[src/rtl/weight_bram_reader_pkg.sv]
// Shared constants and types for the per-neuron weight BRAM reader.
package weight_bram_reader_pkg;

  localparam int unsigned ANN_DATA_W = 16;
  localparam int unsigned ANN_ADDR_W = 5;
  localparam int unsigned ANN_DEPTH  = 31;

  // Reader sweep state: IDLE waits for start, RUN issues reads, DRAIN empties the pipeline.
  typedef enum logic [1:0] {
    StIdle  = 2'd0,
    StRun   = 2'd1,
    StDrain = 2'd2
  } reader_state_e;

endpackage

[src/rtl/weight_bram_reader_if.sv]
// Weight stream from the reader to the neuron MAC (valid/ready).
interface weight_bram_reader_if
  import weight_bram_reader_pkg::*;
#(
  parameter int unsigned DATA_W = ANN_DATA_W,
  parameter int unsigned ADDR_W = ANN_ADDR_W
);

  logic [DATA_W-1:0] w_data;
  logic [ADDR_W-1:0] w_idx;
  logic              w_last;
  logic              w_valid;
  logic              w_ready;

  modport master (
    output w_data,
    output w_idx,
    output w_last,
    output w_valid,
    input  w_ready
  );

  modport slave (
    input  w_data,
    input  w_idx,
    input  w_last,
    input  w_valid,
    output w_ready
  );

endinterface

[src/rtl/weight_bram_reader_skid_fifo.sv]
// Two-entry synchronous FIFO buffering BRAM words ahead of the MAC; flush empties it in one cycle.
module weight_bram_reader_skid_fifo #(
  parameter int unsigned Width = 8
) (
  input  logic             clk_i,
  input  logic             rst_i,
  input  logic             flush_i,
  input  logic             push_i,
  input  logic [Width-1:0] push_data_i,
  input  logic             pop_i,
  output logic [Width-1:0] head_o,
  output logic [1:0]       count_o,
  output logic             empty_o
);

  logic [Width-1:0] mem_q [2];
  logic             wr_ptr_q;
  logic             rd_ptr_q;
  logic [1:0]       count_q;
  logic             do_push;
  logic             do_pop;

  // Popping an empty FIFO is ignored; a push into a full FIFO is only accepted alongside a pop.
  always_comb begin
    do_pop  = pop_i && (count_q != 2'd0);
    do_push = push_i && ((count_q != 2'd2) || do_pop);
  end

  // Storage, pointers and occupancy; flush wins over any simultaneous push/pop.
  always_ff @(posedge clk_i) begin
    if (rst_i) begin
      for (int i = 0; i < 2; i++) begin
        mem_q[i] <= '0;
      end
      wr_ptr_q <= 1'b0;
      rd_ptr_q <= 1'b0;
      count_q  <= 2'd0;
    end else if (flush_i) begin
      wr_ptr_q <= 1'b0;
      rd_ptr_q <= 1'b0;
      count_q  <= 2'd0;
    end else begin
      if (do_push) begin
        mem_q[wr_ptr_q] <= push_data_i;
        wr_ptr_q        <= ~wr_ptr_q;
      end
      if (do_pop) begin
        rd_ptr_q <= ~rd_ptr_q;
      end
      count_q <= count_q + 2'(do_push) - 2'(do_pop);
    end
  end

  assign head_o  = mem_q[rd_ptr_q];
  assign count_o = count_q;
  assign empty_o = (count_q == 2'd0);

endmodule

[src/rtl/weight_bram_reader.sv]
// Sweeps one weight BRAM from address 0 to DEPTH-1 and streams the words to the neuron MAC.
module weight_bram_reader
  import weight_bram_reader_pkg::*;
#(
  parameter int unsigned DATA_W = ANN_DATA_W,
  parameter int unsigned ADDR_W = ANN_ADDR_W,
  parameter int unsigned DEPTH  = ANN_DEPTH
) (
  input  logic              CLK,
  input  logic              RST,
  input  logic              start,
  input  logic              abort,
  output logic              busy,
  output logic              done,
  output logic [ADDR_W-1:0] bram_addr,
  output logic              bram_en,
  output logic              bram_we,
  output logic [DATA_W-1:0] bram_di,
  input  logic [DATA_W-1:0] bram_do,
  weight_bram_reader_if.master w
);

  // FIFO entry layout: {data, idx, last}.
  localparam int unsigned       EntryW  = DATA_W + ADDR_W + 1;
  localparam logic [ADDR_W-1:0] LastIdx = ADDR_W'(DEPTH - 1);

  reader_state_e     state_q, state_d;
  logic [ADDR_W-1:0] cnt_q, cnt_d;
  logic [ADDR_W-1:0] addr_q, addr_d;
  logic              en_q;
  logic              done_q, done_d;
  logic              issue;
  logic              flush;
  logic              pop;
  logic [2:0]        occupancy;
  logic [1:0]        fifo_count;
  logic              fifo_empty;
  logic [EntryW-1:0] push_entry;
  logic [EntryW-1:0] head;

  // en_q doubles as the in-flight flag: a read registered last edge lands on this edge.
  // The word popped this cycle frees its slot, which keeps one word per cycle under w_ready=1
  // while still bounding FIFO plus in-flight words to two.
  assign pop        = w.w_valid && w.w_ready;
  assign occupancy  = 3'(fifo_count) + 3'(en_q) - 3'(pop);
  assign push_entry = {bram_do, addr_q, (addr_q == LastIdx)};

  // Next-state: sweep control, read issue and done pulse.
  always_comb begin
    state_d = state_q;
    cnt_d   = cnt_q;
    addr_d  = addr_q;
    issue   = 1'b0;
    done_d  = 1'b0;
    flush   = 1'b0;
    case (state_q)
      StIdle: begin
        if (start) begin
          state_d = StRun;
          cnt_d   = '0;
        end
      end
      StRun: begin
        if (abort) begin
          state_d = StIdle;
          flush   = 1'b1;
        end else if (occupancy < 3'd2) begin
          issue  = 1'b1;
          addr_d = cnt_q;
          cnt_d  = cnt_q + 1'b1;
          if (cnt_q == LastIdx) begin
            state_d = StDrain;
          end
        end
      end
      StDrain: begin
        if (abort) begin
          state_d = StIdle;
          flush   = 1'b1;
        end else if (pop && head[0]) begin
          // The last word is the final FIFO entry, so its handshake empties the pipeline.
          state_d = StIdle;
          done_d  = 1'b1;
        end
      end
      default: begin
        state_d = StIdle;
      end
    endcase
  end

  // State, counters and BRAM command registers.
  always_ff @(posedge CLK) begin
    if (RST) begin
      state_q <= StIdle;
      cnt_q   <= '0;
      addr_q  <= '0;
      en_q    <= 1'b0;
      done_q  <= 1'b0;
    end else begin
      state_q <= state_d;
      cnt_q   <= cnt_d;
      addr_q  <= addr_d;
      en_q    <= issue;
      done_q  <= done_d;
    end
  end

  weight_bram_reader_skid_fifo #(
    .Width(EntryW)
  ) u_fifo (
    .clk_i      (CLK),
    .rst_i      (RST),
    .flush_i    (flush),
    .push_i     (en_q),
    .push_data_i(push_entry),
    .pop_i      (pop),
    .head_o     (head),
    .count_o    (fifo_count),
    .empty_o    (fifo_empty)
  );

  assign busy      = (state_q != StIdle);
  assign done      = done_q;
  assign bram_addr = addr_q;
  assign bram_en   = en_q;
  assign bram_we   = 1'b0;
  assign bram_di   = '0;

  assign w.w_valid = !fifo_empty;
  assign w.w_data  = head[EntryW-1 -: DATA_W];
  assign w.w_idx   = head[ADDR_W:1];
  assign w.w_last  = head[0];

endmodule

[src/flat_wrapper.sv]
// flat-port wrapper written by rule: the top's interface ports become plain ports
module weight_bram_reader_flat import weight_bram_reader_pkg::*;
#(
  parameter int unsigned DATA_W = ANN_DATA_W,
  parameter int unsigned ADDR_W = ANN_ADDR_W,
  parameter int unsigned DEPTH  = ANN_DEPTH
)
  (CLK, RST, start, abort, busy, done, bram_addr, bram_en, bram_we, bram_di, bram_do, w_w_data, w_w_idx, w_w_last, w_w_valid, w_w_ready);
  weight_bram_reader_if #(.DATA_W(DATA_W), .ADDR_W(ADDR_W)) w_i ();
  input  logic CLK;
  input  logic RST;
  input  logic start;
  input  logic abort;
  output logic busy;
  output logic done;
  output logic [ADDR_W-1:0] bram_addr;
  output logic bram_en;
  output logic bram_we;
  output logic [DATA_W-1:0] bram_di;
  input  logic [DATA_W-1:0] bram_do;
  output wire logic [$bits(w_i.w_data)-1:0] w_w_data;
  output wire logic [$bits(w_i.w_idx)-1:0] w_w_idx;
  output wire logic [$bits(w_i.w_last)-1:0] w_w_last;
  output wire logic [$bits(w_i.w_valid)-1:0] w_w_valid;
  input wire logic [$bits(w_i.w_ready)-1:0] w_w_ready;
  assign w_w_data = w_i.w_data;
  assign w_w_idx = w_i.w_idx;
  assign w_w_last = w_i.w_last;
  assign w_w_valid = w_i.w_valid;
  assign w_i.w_ready = w_w_ready;
  weight_bram_reader #(.DATA_W(DATA_W), .ADDR_W(ADDR_W), .DEPTH(DEPTH)) u_core (.CLK(CLK), .RST(RST), .start(start), .abort(abort), .busy(busy), .done(done), .bram_addr(bram_addr), .bram_en(bram_en), .bram_we(bram_we), .bram_di(bram_di), .bram_do(bram_do), .w(w_i));
endmodule
[config.mk]
export PLATFORM = sky130hd
export DESIGN_NAME = weight_bram_reader_flat
export DESIGN_NICKNAME = d
export VERILOG_FILES = /design/src/rtl/weight_bram_reader_pkg.sv /design/src/rtl/weight_bram_reader_if.sv /design/src/rtl/weight_bram_reader_skid_fifo.sv /design/src/rtl/weight_bram_reader.sv /design/src/flat_wrapper.sv
export SDC_FILE = /design/constraint.sdc
export NUM_CORES = 1
export LEC_CHECK = 0
export CORE_ASPECT_RATIO = 0.6
export CORE_UTILIZATION = 30
export CTS_CLUSTER_SIZE = 25
export DETAILED_ROUTE_END_ITERATION = 8
export SYNTH_ARGS = -nofsm -noshare
export SYNTH_HDL_FRONTEND = slang
export SYNTH_SLANG_ARGS = --single-unit
[constraint.sdc]
create_clock -name CLK -period 2.9 [get_ports CLK]
set_input_delay 0.435 -clock CLK [delete_from_list [all_inputs] [get_ports CLK]]
set_output_delay 0.435 -clock CLK [all_outputs]
set_load 0.005 [all_outputs]
# Word-level counts from Yosys, hierarchy flattened
# Memories as Yosys holds them, arrays and structs flattened. A register that Yosys moved wholly into a read port is not among the register bits.
# Index checks and enable logic that the tools add are counted.
dict set report op_classes {
  add_sub_neg 5
  reduce_logical 19
  bitwise_logic 5
  mux 26
  magnitude_cmp 1
  eq_ne 11
}
# operator n
set ops {}
lappend ops {{two-way mux 22 bit} 1}
lappend ops {{OR reduction 22 bit} 1}
lappend ops {{two-way mux 5 bit} 3}
lappend ops {{two-way mux 1 bit} 14}
lappend ops {{two-way mux 2 bit} 6}
lappend ops {{equality test 5 bit, second input constant} 2}
lappend ops {{case mux 5 bit (2 select lines)} 1}
lappend ops {{!= test 3 x 2 -> 1 bit, second input constant} 3}
lappend ops {{AND reduction 4 bit} 2}
lappend ops {{!= test 2 bit, second input constant} 3}
lappend ops {{case mux 2 bit (3 select lines)} 1}
lappend ops {{nonzero test 2 bit} 3}
lappend ops {{OR reduction 3 bit} 2}
lappend ops {{adder 5 x 1 -> 5 bit, second input constant} 1}
lappend ops {{inverter 1 bit} 5}
lappend ops {{logical AND 1 bit} 4}
lappend ops {{logical NOT 2 bit} 2}
lappend ops {{OR reduction 2 bit} 2}
lappend ops {{adder 2 x 1 -> 3 bit} 1}
lappend ops {{< comparator 3 x 2 -> 1 bit, second input constant} 1}
lappend ops {{AND reduction 3 bit} 1}
lappend ops {{subtractor 3 x 1 -> 3 bit} 1}
lappend ops {{adder 2 x 1 -> 2 bit} 1}
lappend ops {{equality test 2 x 1 -> 1 bit, second input constant} 1}
lappend ops {{5 further kinds} 5}
dict set report word_totals {
  register_bits 18
  inputBits 21
  n_memories 1
  mem_bits_rw 44
  word_cells 76
}
# name depth width read_ports rd_clocked_by_memory_dff wr line
set mem_list {}
lappend mem_list {u_core.u_fifo.mem_q 2 22 1 1 2 weight_bram_reader_skid_fifo.sv:16} ;# logic [Width-1:0] mem_q [2];

# Logic depth before layout (Yosys ltp)
# Gate-level depths: netlist of run 1.
dict set report logic_depth {
  depth_word 12
  depth_mapped 8
  ltp_nobuf 8
}

# Cells and area by module
# From an unflattened synthesis of run 1, not the netlist that was laid out.
dict set report unflattened {
  cells_unflattened 251
  hier_area_um2 3116.7
}
# mod area_each_um2 n_inst seq_area_each_um2 cells_each
set modules_own_cells {}
lappend modules_own_cells {weight_bram_reader_skid_fifo 2173.3 1 1421.4 143}
lappend modules_own_cells {weight_bram_reader 943.4 1 280.3 108}

# Worst setup path before layout of run 1
# OpenSTA, ideal clock, no wires.
dict set report synth_path {
  kind {reg2reg}
  from {reg u_core.u_fifo.count_q[1] (netlist: u_core.u_fifo.count_o[1])}
  to {reg u_core.cnt_q[3]}
  period_less_slack_ns 2.643
  path_stages_with_launch 9
  path_buffers 0
  t_arrival_ns 2.584
  path_slack_ns 0.257
  cell_sequence {dfxtp_1 -> o21a_1 -> ha_1 -> nor2b_1 -> fa_1 -> or3b_1 -> or4_1 -> a21oi_1 -> o31a_1}
}
dict set report synth_between {
  elab_chain_cells 7
  elab_cells_between_ends 8
}
# element line
set synth_rtl {}
lappend synth_rtl {{start, declared} weight_bram_reader_skid_fifo.sv:19} ;# logic [1:0] count_q;
lappend synth_rtl {{start signal, assigned} weight_bram_reader_skid_fifo.sv:50} ;# count_q <= count_q + 2'(do_push) - 2'(do_pop);
lappend synth_rtl {{branches (longest 3 deep; another with adder 2 x 1 -> 3 bit)} n/a}
lappend synth_rtl {{subtractor 3 x 1 -> 3 bit (*)} weight_bram_reader.sv:45} ;# assign occupancy = 3'(fifo_count) + 3'(en_q) - 3'(pop);
lappend synth_rtl {{< comparator 3 x 2 -> 1 bit (*)} weight_bram_reader.sv:67} ;# end else if (occupancy < 3'd2) begin
lappend synth_rtl {{!= test 2 x 1 -> 1 bit (no line) (*)} n/a}
lappend synth_rtl {{AND reduction 4 bit (no line) (*)} n/a}
lappend synth_rtl {{end signal, assigned} weight_bram_reader.sv:102} ;# cnt_q <= cnt_d;
lappend synth_rtl {{end, declared} weight_bram_reader.sv:28} ;# logic [ADDR_W-1:0] cnt_q, cnt_d;
# Mark *: on every way between the ends.
# A chain may end at the register's enable or synchronous reset.

# Worst setup path in the final report of run 1
dict set report layout_path {
  from {reg u_core.u_fifo.count_q[0] (netlist: u_core.u_fifo.count_o[0])}
  to {reg u_core.cnt_q[3]}
}
# Same word-level chain as after synthesis.

==> results.cfg, run 1 <==
[run_status]
status = complete, no violations

[global_route]
grt_use_met1_pct = 17.6
grt_pass1_wl_um = 9980
met3_usage_pct = 3.75
grt_overflow = 0
use_met2_pct = 17.3
grt_busiest_layer = met1
antenna_found_initial = 0
grt_max_degree = 23
grt_pass1_vias = 1947
track_usage_pct = 12.5

[timing]
relSlewSlack_pct = 59.8
finalClockSkew_ns = 0.00498
rsz0062_at_grt = no
timing.final.crit_share_pct = 93.4
fmax_mhz = 369
fin_setup_tns_ns = 0
hold_viol = 0
tightestPinTransition_ns = 0.604
setup_viol = 0
finalCriticalPeriod_ns = 2.71
final.setup.worst_slack_ns = 0.192
hold_ws_ns = 0.485
timing.final.max_slew_violations = 0

[synthesis]
yosysUniqueCellTypes = 40
synth_compound_area_share_pct = 6.54
synth_most_common_cell = edfxtp_1
yosys.area_share.simple_pct = 16.5
synth.area.top_cells = edfxtp_1, dfxtp_1, and2_1, mux2_2, buf_4
yosysTopAreaCell = edfxtp_1
synthXorXnorAreaFrac_pct = 1.69
synth-seq-area-share_pct = 54.9
ys_dominant_reg_cell = edfxtp_1
synth_edf_count = 44
syn_area_um2 = 3100
synth_commonest_cells = edfxtp_1, and2_1, buf_4, mux2_2, nand2_1
synth-seq-cells = 63
syn_area_per_cell_um2 = 11.6
synth_top_area_share_pct = 42.6
synth_mux_area_share_pct = 8.64
synthArstFlopShare_pct = 0
yosysWarnings = 0
synth_adder_area_share_pct = 3.87
synth_top_family_by_area = simple AND/OR/NAND/NOR gates
synth_cells = 267

[finish]
drive_gt1_share_pct = 17.9
syn2layout_area_growth_pct = 31.5
fin_nets = 361
final_area_um2 = 4080
diodes = 0

[routing]
remaining_drc_errors = 0
antenna_left = 0
wl_per_cell_um = 13.4
vias = 2053
via_per_inst = 4.36
drt_wl_total_um = 6320
drt_iter0_markers = 140
first_pass_iters = 4

[setup_path]
critPathTopFamily = simple AND/OR/NAND/NOR gates
critical-path-slowest-cell = or4_4
arrival_ns = 2.97
crit_path_start_kind = flop
crit_chain = o21a_1 > ha_1 > nor2b_2 > fa_1 > or3b_4 > or4_4 > a21oi_2 > o31a_1
crit_start = u_core.u_fifo.count_o[0]
r2r-start = u_core.u_fifo.count_o[0]
path_class = flop to flop
cp_data_required_time_ns = 3.16
critPathBufInv = 0
end_kind = flop
cpPeakStageDelay_ns = 0.53
cp_max_fo = 6

[floorplanning]
start_util_pct = 31.2
core-area_um2 = 9950
num_io_pins = 69
rows = 28
die_w_um = 133
dieArea_um2 = 10800
die_y_um = 80.7

[min_path]
min_from = u_core.state_q[0]
min_path_type = flop to flop

[clock_network]
clkTransAtPathRegs_ns = 0.05
htree_levels = 3
clk_latency_ns = 0.32
cts_buffer_depth = 2
cts_tree = yes
cts_sinks = 63
cts_buffers = 9
cts-root-buf = clkbuf_16
cts_setup_buffers = 0
holdBufCountCts = 0

[power_and_ir_drop]
p_leak_nw = 1.56
power_density_nw_per_um2 = 734
ir_drop_mv = 0.305
design_power_total_mw = 2.99

[placed_design]
place_hpwl_um = 4280
pre_cts_ws_ns = -0.343
globalplace.congestion = 0.783
io_buffers = 51
dpl_cell_area_um2 = 3770

[job]
drv_cap = 0
worst register-to-register path: stages (launching register included):
cell and delay (ns):
dfxtp_1 0.36, o21a_1 0.21, ha_1 0.29, nor2b_2 0.15, fa_1 0.47, or3b_4 0.41
or4_4 0.53, a21oi_2 0.13, o31a_1 0.12
per-layer routing:
layer | vias to the layer above | part of all wire (%)
met5 | - | 0
met4 | 0 | 1.8
met3 | 11 | 5.1
met2 | 62 | 41
met1 | 959 | 52
li1 | 1021 | -
final cells by class:
type,count,area (µm²)
Fill cell,958,5870
Sequential cell,63,1700
Multi-Input combinational cell,178,1240
Timing Repair Buffer,67,633
Clock buffer,15,258
Tap cell,135,169
Inverter,12,45.0
Clock inverter,1,30.0
kinds of logic (layout without fill, tap and decap cells):
family | Yosys count | after routing
compound gates | 29 | 29
xor+xnor | 6 | 6
fa+ha+maj | 9 | 9
buf+inv | 42 | 95
flops | 63 | 63
mux | 24 | 24
other cells | 1 | 17
simple gates | 93 | 93
per-stage QoR:
stage          util, %  std cells
3_3_place_gp      37.9        455
5_1_grt           41.0        471
6_report          41.0        471
4_1_cts           40.9        471
3_5_place_dp      37.9        455
2_1_floorplan        -        283
state kept, by name, indices dropped and copies added, names as in the netlist, named ones only:
name / flops
u_core.u_fifo.mem_q: 44
u_core.done: 1
u_core.u_fifo.wr_ptr_q: 1
u_core.bram_en: 1
u_core.u_fifo.count_o: 2
u_core.cnt_q: 5
u_core.state_q: 2
u_core.u_fifo.rd_ptr_q: 1
u_core.bram_addr: 5
where the power goes:
group | internal (mW) | total, mW | leakage, nW | switching (mW)
clock | 0.689 | 1.04 | 0.138 | 0.346
sequential | 1.04 | 1.09 | 0.609 | 0.0444
combinational | 0.465 | 0.868 | 0.813 | 0.403
what timing repair did:
item                                    4_1_cts  5_1_grt
endpoints found under the setup margin        1        3
pin swaps                                     0        2
gates resized for setup                       1        4
worst paths after layout:
path | endpoint | slack (ns) | cells past startpoint
min reg2reg | u_core.state_q[0] | 0.49 | 2
max reg2reg | u_core.cnt_q[3] | 0.19 | 8
min | u_core.state_q[0] | 0.49 | 2
max | u_core.cnt_q[3] | 0.19 | 8
cell usage in the layout, fill, tap and decap left out, types with 9 or more instances in the layout:
cell type	instances
and2_1	42
buf_4	16
clkbuf_16	9
clkdlybuf4s50_1	50
conb_1	17
dfxtp_1	19
edfxtp_1	44
inv_1	12
mux2_2	22
nand2_1	20
nor2_1	9
Power figures use the tool's default switching activity.
==> run 2, diff against run 1 <==
Settings changed: MAX_ROUTING_LAYER set to met4.
==> results.cfg, run 2 (synthesized netlist as in run 1, its figures left out) <==
[routing]
drt_iter0_markers = 151
vias = 2063
first_pass_iters = 4
antenna_left = 0
wl_per_cell_um = 13.5
remaining_drc_errors = 0
via_per_inst = 4.38
drt_wl_total_um = 6350

[floorplanning]
num_io_pins = 69
start_util_pct = 31.2
rows = 28
die_y_um = 80.7
dieArea_um2 = 10800
core-area_um2 = 9950
die_w_um = 133

[setup_path]
crit_path_start_kind = flop
cp_data_required_time_ns = 3.16
crit_chain = o21a_1 > ha_1 > nor2b_2 > fa_1 > or3b_4 > or4_4 > a21oi_2 > o31a_1
arrival_ns = 2.97
cpPeakStageDelay_ns = 0.53
r2r_setup_slack_ns = 0.19
critical-path-slowest-cell = or4_4
critPathTopFamily = simple AND/OR/NAND/NOR gates
critPathBufInv = 0
path_class = flop to flop
cp_max_fo = 6
end_kind = flop

[power_and_ir_drop]
p_comb_share_pct = 29.0
p_int_mw = 2.20
power_frac_clock_pct = 34.7
switching_power_mw = 0.799
seqPwrFrac_pct = 36.3
p_leak_nw = 1.56
switching_share_pct = 26.7
ir_drop_mv = 0.308
design_power_total_mw = 3.00
power_density_nw_per_um2 = 735

[clock_network]
holdBufCountCts = 0
clk_latency_ns = 0.32
cts-root-buf = clkbuf_16
cts_buffer_depth = 2
cts_sinks = 63
clkTransAtPathRegs_ns = 0.05
cts_buffers = 9
cts_tree = yes
htree_levels = 3

[finish]
largest_register_ffs = 44
syn2layout_area_growth_pct = 31.5
drive_gt1_share_pct = 17.9
layout_commonest_cell = clkdlybuf4s50_1
final_cell_mix = clkdlybuf4s50_1, edfxtp_1, and2_1
fin_util_pct = 41.0
top_register = u_core.u_fifo.mem_q
ff_latch_area_um2 = 1700
multi_input_area_um2 = 1240
fin_cells = 471
fill_cells = 958
diodes = 0
fin_nets = 361
final_area_um2 = 4080

[timing]
finalCriticalPeriod_ns = 2.71
setup_viol = 0
final.setup.worst_slack_ns = 0.191
fmax_mhz = 369
relSlewSlack_pct = 59.8
timing.final.max_slew_violations = 0
hold_viol = 0
finalClockSkew_ns = 0.00507
timing.final.crit_share_pct = 93.4
tightestPinTransition_ns = 0.603
rsz0062_at_grt = no

[placed_design]
dpl_cell_area_um2 = 3770
place_hpwl_um = 4280
io_buffers = 51
globalplace.congestion = 0.794
pre_cts_ws_ns = -0.343
dp.cells = 455

[min_path]
min_path_type = flop to flop

[global_route]
grt_pass1_wl_um = 9990
grt_overflow = 0
grt_pass1_vias = 1947
track_usage_pct = 13.0
antenna_found_initial = 0
grt_max_degree = 23

[run_status]
status = complete, no violations

[job]
drv_cap = 0
-- run 2: timing repair --
| action | 4_1_cts | 5_1_grt |
|---|---|---|
| resized for setup | 1 | 4 |
| setup endpoints to repair | 1 | 2 |
| setup buffers | 0 | 0 |
| pin swaps | 0 | 2 |
| gates cloned | 0 | 0 |
-- run 2: layout make-up --
class / count / share of cell area [%]
inverter: 12 / 1.10
sequential: 63 / 41.7
tap: 135 / 4.14
clock buffer: 15 / 6.32
multi-input combinational: 178 / 30.4
timing repair buffer: 67 / 15.5
clock inverter: 1 / 0.736
-- run 2: path summary, 6_finish.rpt --
| check | from | end | cells after the start |
|---|---|---|---|
| max reg2reg | u_core.u_fifo.count_o[0] | u_core.cnt_q[3] | 8 |
| min reg2reg | u_core.state_q[0] | u_core.state_q[0] | 2 |
| min | u_core.state_q[0] | u_core.state_q[0] | 2 |
| max | u_core.u_fifo.count_o[0] | u_core.cnt_q[3] | 8 |
-- run 2: per-layer routing --
metal | track usage (%) | vias to the layer above | routed length (µm)
met5 | - | - | 0
li1 | - | 1020 | -
met4 | 5.80 | 0 | 110
met1 | 17.7 | 965 | 3300
met2 | 17.3 | 67 | 2590
met3 | 4.24 | 11 | 343
-- run 2: worst min-delay path: stages (launching register included) --
cell and delay [ns]:
dfxtp_1 0.32, nand2_1 0.06, mux2i_1 0.06
-- run 2: through the flow --
| stage | hold slack (ns) | TNS (ns) |
|---|---|---|
| floorplan | 0.452 | 0 |
| global placement | 0.465 | -1.16 |
| finish | 0.485 | 0 |
| global route | 0.511 | 0 |
| detailed placement | 0.481 | -1.62 |
| CTS | 0.487 | 0 |
-- run 2: power groups by stage --
stage	registers [mW]	logic (mW)	clock network, mW
6_report	1.09	0.870	1.04
5_1_grt	1.10	0.960	1.10
4_1_cts	1.09	0.874	1.06
3_5_place_dp	1.11	0.862	0
3_3_place_gp	1.10	0.849	0
2_1_floorplan	1.10	0.469	0
==> run 3, diff against run 2 <==
Settings changed: PLACE_DENSITY set to 0.58.
==> results.cfg, run 3 (synthesized netlist as in run 1, its figures left out) <==
[run_status]
status = complete, no violations

[min_path]
min_path_type = flop to flop

[finish]
fin_util_pct = 40.9
largest_register_ffs = 44
diodes = 0
fin_nets = 361
syn2layout_area_growth_pct = 31.4
top_register = u_core.u_fifo.mem_q
layout_commonest_cell = clkdlybuf4s50_1
drive_gt1_share_pct = 17.9
fill_cells = 973
final_cell_mix = clkdlybuf4s50_1, edfxtp_1, and2_1
fin_cells = 471

[timing]
fmax_mhz = 365
fin_setup_tns_ns = 0
finalCriticalPeriod_ns = 2.74
tightestPinTransition_ns = 0.602
finalClockSkew_ns = 0.00438
timing.final.crit_share_pct = 94.4
hold_viol = 0
relSlewSlack_pct = 59.9
timing.final.max_slew_violations = 0
setup_viol = 0
rsz0062_at_grt = no

[clock_network]
cts_tree = yes
clk_latency_ns = 0.33
cts_buffers = 9
cts_sinks = 63
clkTransAtPathRegs_ns = 0.05
htree_levels = 3
cts_buffer_depth = 2
cts-root-buf = clkbuf_16

[floorplanning]
num_io_pins = 69
core-area_um2 = 9950
rows = 28
dieArea_um2 = 10800
die_w_um = 133
start_util_pct = 31.2
die_y_um = 80.7

[power_and_ir_drop]
power_density_nw_per_um2 = 737
seqPwrFrac_pct = 36.6
p_comb_share_pct = 29.3
switching_share_pct = 27.4
p_leak_nw = 1.56
switching_power_mw = 0.822
p_int_mw = 2.18
ir_drop_mv = 0.325
power_frac_clock_pct = 34.1

[placed_design]
place_hpwl_um = 4440
io_buffers = 51
globalplace.congestion = 0.828
dp.cells = 454

[setup_path]
cp_max_fo = 6
cpPeakStageDelay_ns = 0.53
arrival_ns = 3.00
critical-path-slowest-cell = or4_1
cp_data_required_time_ns = 3.16
end_kind = flop
path_class = flop to flop
crit_path_start_kind = flop
crit_chain = o21a_1 > ha_1 > nor2b_2 > fa_1 > buf_4 > or4_1 > a221oi_2 > mux2i_1
critPathBufInv = 1
critPathTopFamily = adder cells

[routing]
via_per_inst = 4.37
first_pass_iters = 4
antenna_left = 0
remaining_drc_errors = 0
drt_wl_total_um = 6510
vias = 2060
drt_iter0_markers = 125
wl_per_cell_um = 13.8

[global_route]
track_usage_pct = 13.7
grt_max_degree = 23
grt_pass1_vias = 2004
grt_pass1_wl_um = 10400
antenna_found_initial = 0
grt_overflow = 0

[job]
drv_cap = 0
run 3: cell types whose count changed in the layout (fill, tap and decap cells not counted):
cell      previous run  this run
clkbuf_8             1         0
clkinv_1             0         1
nor3b_1              2         1
nor3b_2              0         1
run 3: power groups by stage:
stage | combinational [mW] | clock [mW] | sequential (mW)
2_1_floorplan | 0.469 | 0 | 1.10
3_3_place_gp | 0.836 | 0 | 1.11
3_5_place_dp | 0.854 | 0 | 1.12
4_1_cts | 0.883 | 1.05 | 1.10
5_1_grt | 0.969 | 1.10 | 1.11
6_report | 0.880 | 1.02 | 1.10
run 3: timing repair:
item / 4_1_cts / 5_1_grt
gates resized for setup: 4 / 2
pin swaps: 2 / 3
endpoints found under the hold margin: 0 / 0
setup endpoints to repair: 1 / 5
hold buffers: 0 / 0
buffers inserted: 1 / 0
run 3: area by class of cell:
| type | instances | area, µm² | area share [%] |
|---|---|---|---|
| clock inverters | 2 | 33.8 | 0.829 |
| clock buffers | 14 | 244 | 5.99 |
| flip-flops and latches | 63 | 1700 | 41.8 |
| inverters | 12 | 45.0 | 1.11 |
| well taps | 135 | 169 | 4.15 |
| repair buffers | 67 | 633 | 15.5 |
| multi-input cells | 178 | 1250 | 30.6 |
run 3: per-stage QoR:
stage	total power [mW]	hold WS [ns]	cell area (µm²)	setup WS, ns
3_3_place_gp	1.95	0.464	3770	-0.289
3_5_place_dp	1.97	0.475	3770	-0.392
6_report	3.00	0.482	4070	0.163
5_1_grt	3.18	0.495	4070	0.0555
2_1_floorplan	1.57	0.452	3160	0.257
4_1_cts	3.04	0.481	4070	0.00724
run 3: per-layer routing:
layer / wire (µm) / up-vias / global-route usage [%] / share of wire [%]
met1: 3330 / 975 / 18.3 / 51
li1: - / 1023 / - / -
met5: 0 / - / - / 0
met2: 2700 / 53 / 18.2 / 41
met4: 78 / 0 / 5.80 / 1.2
met3: 402 / 9 / 5.31 / 6.2
run 3: worst paths after layout:
| kind | start | to | slack [ns] | cells after the start |
|---|---|---|---|---|
| min reg2reg | u_core.state_q[0] | u_core.state_q[0] | 0.48 | 2 |
| min | u_core.state_q[0] | u_core.state_q[0] | 0.48 | 2 |
| max reg2reg | u_core.u_fifo.count_o[0] | u_core.state_q[0] | 0.16 | 8 |
| max | u_core.u_fifo.count_o[0] | u_core.state_q[0] | 0.16 | 8 |
run 3: worst register-to-register path, delay by kind of cell (launching register included):
family	cells	cell delay [ns]
DFF	1	0.36
adders and majority gates	2	0.75
muxes	1	0.21
AOI/OAI and AO/OA	2	0.54
buffers and inverters	1	0.16
and+or+nand+nor	2	0.66
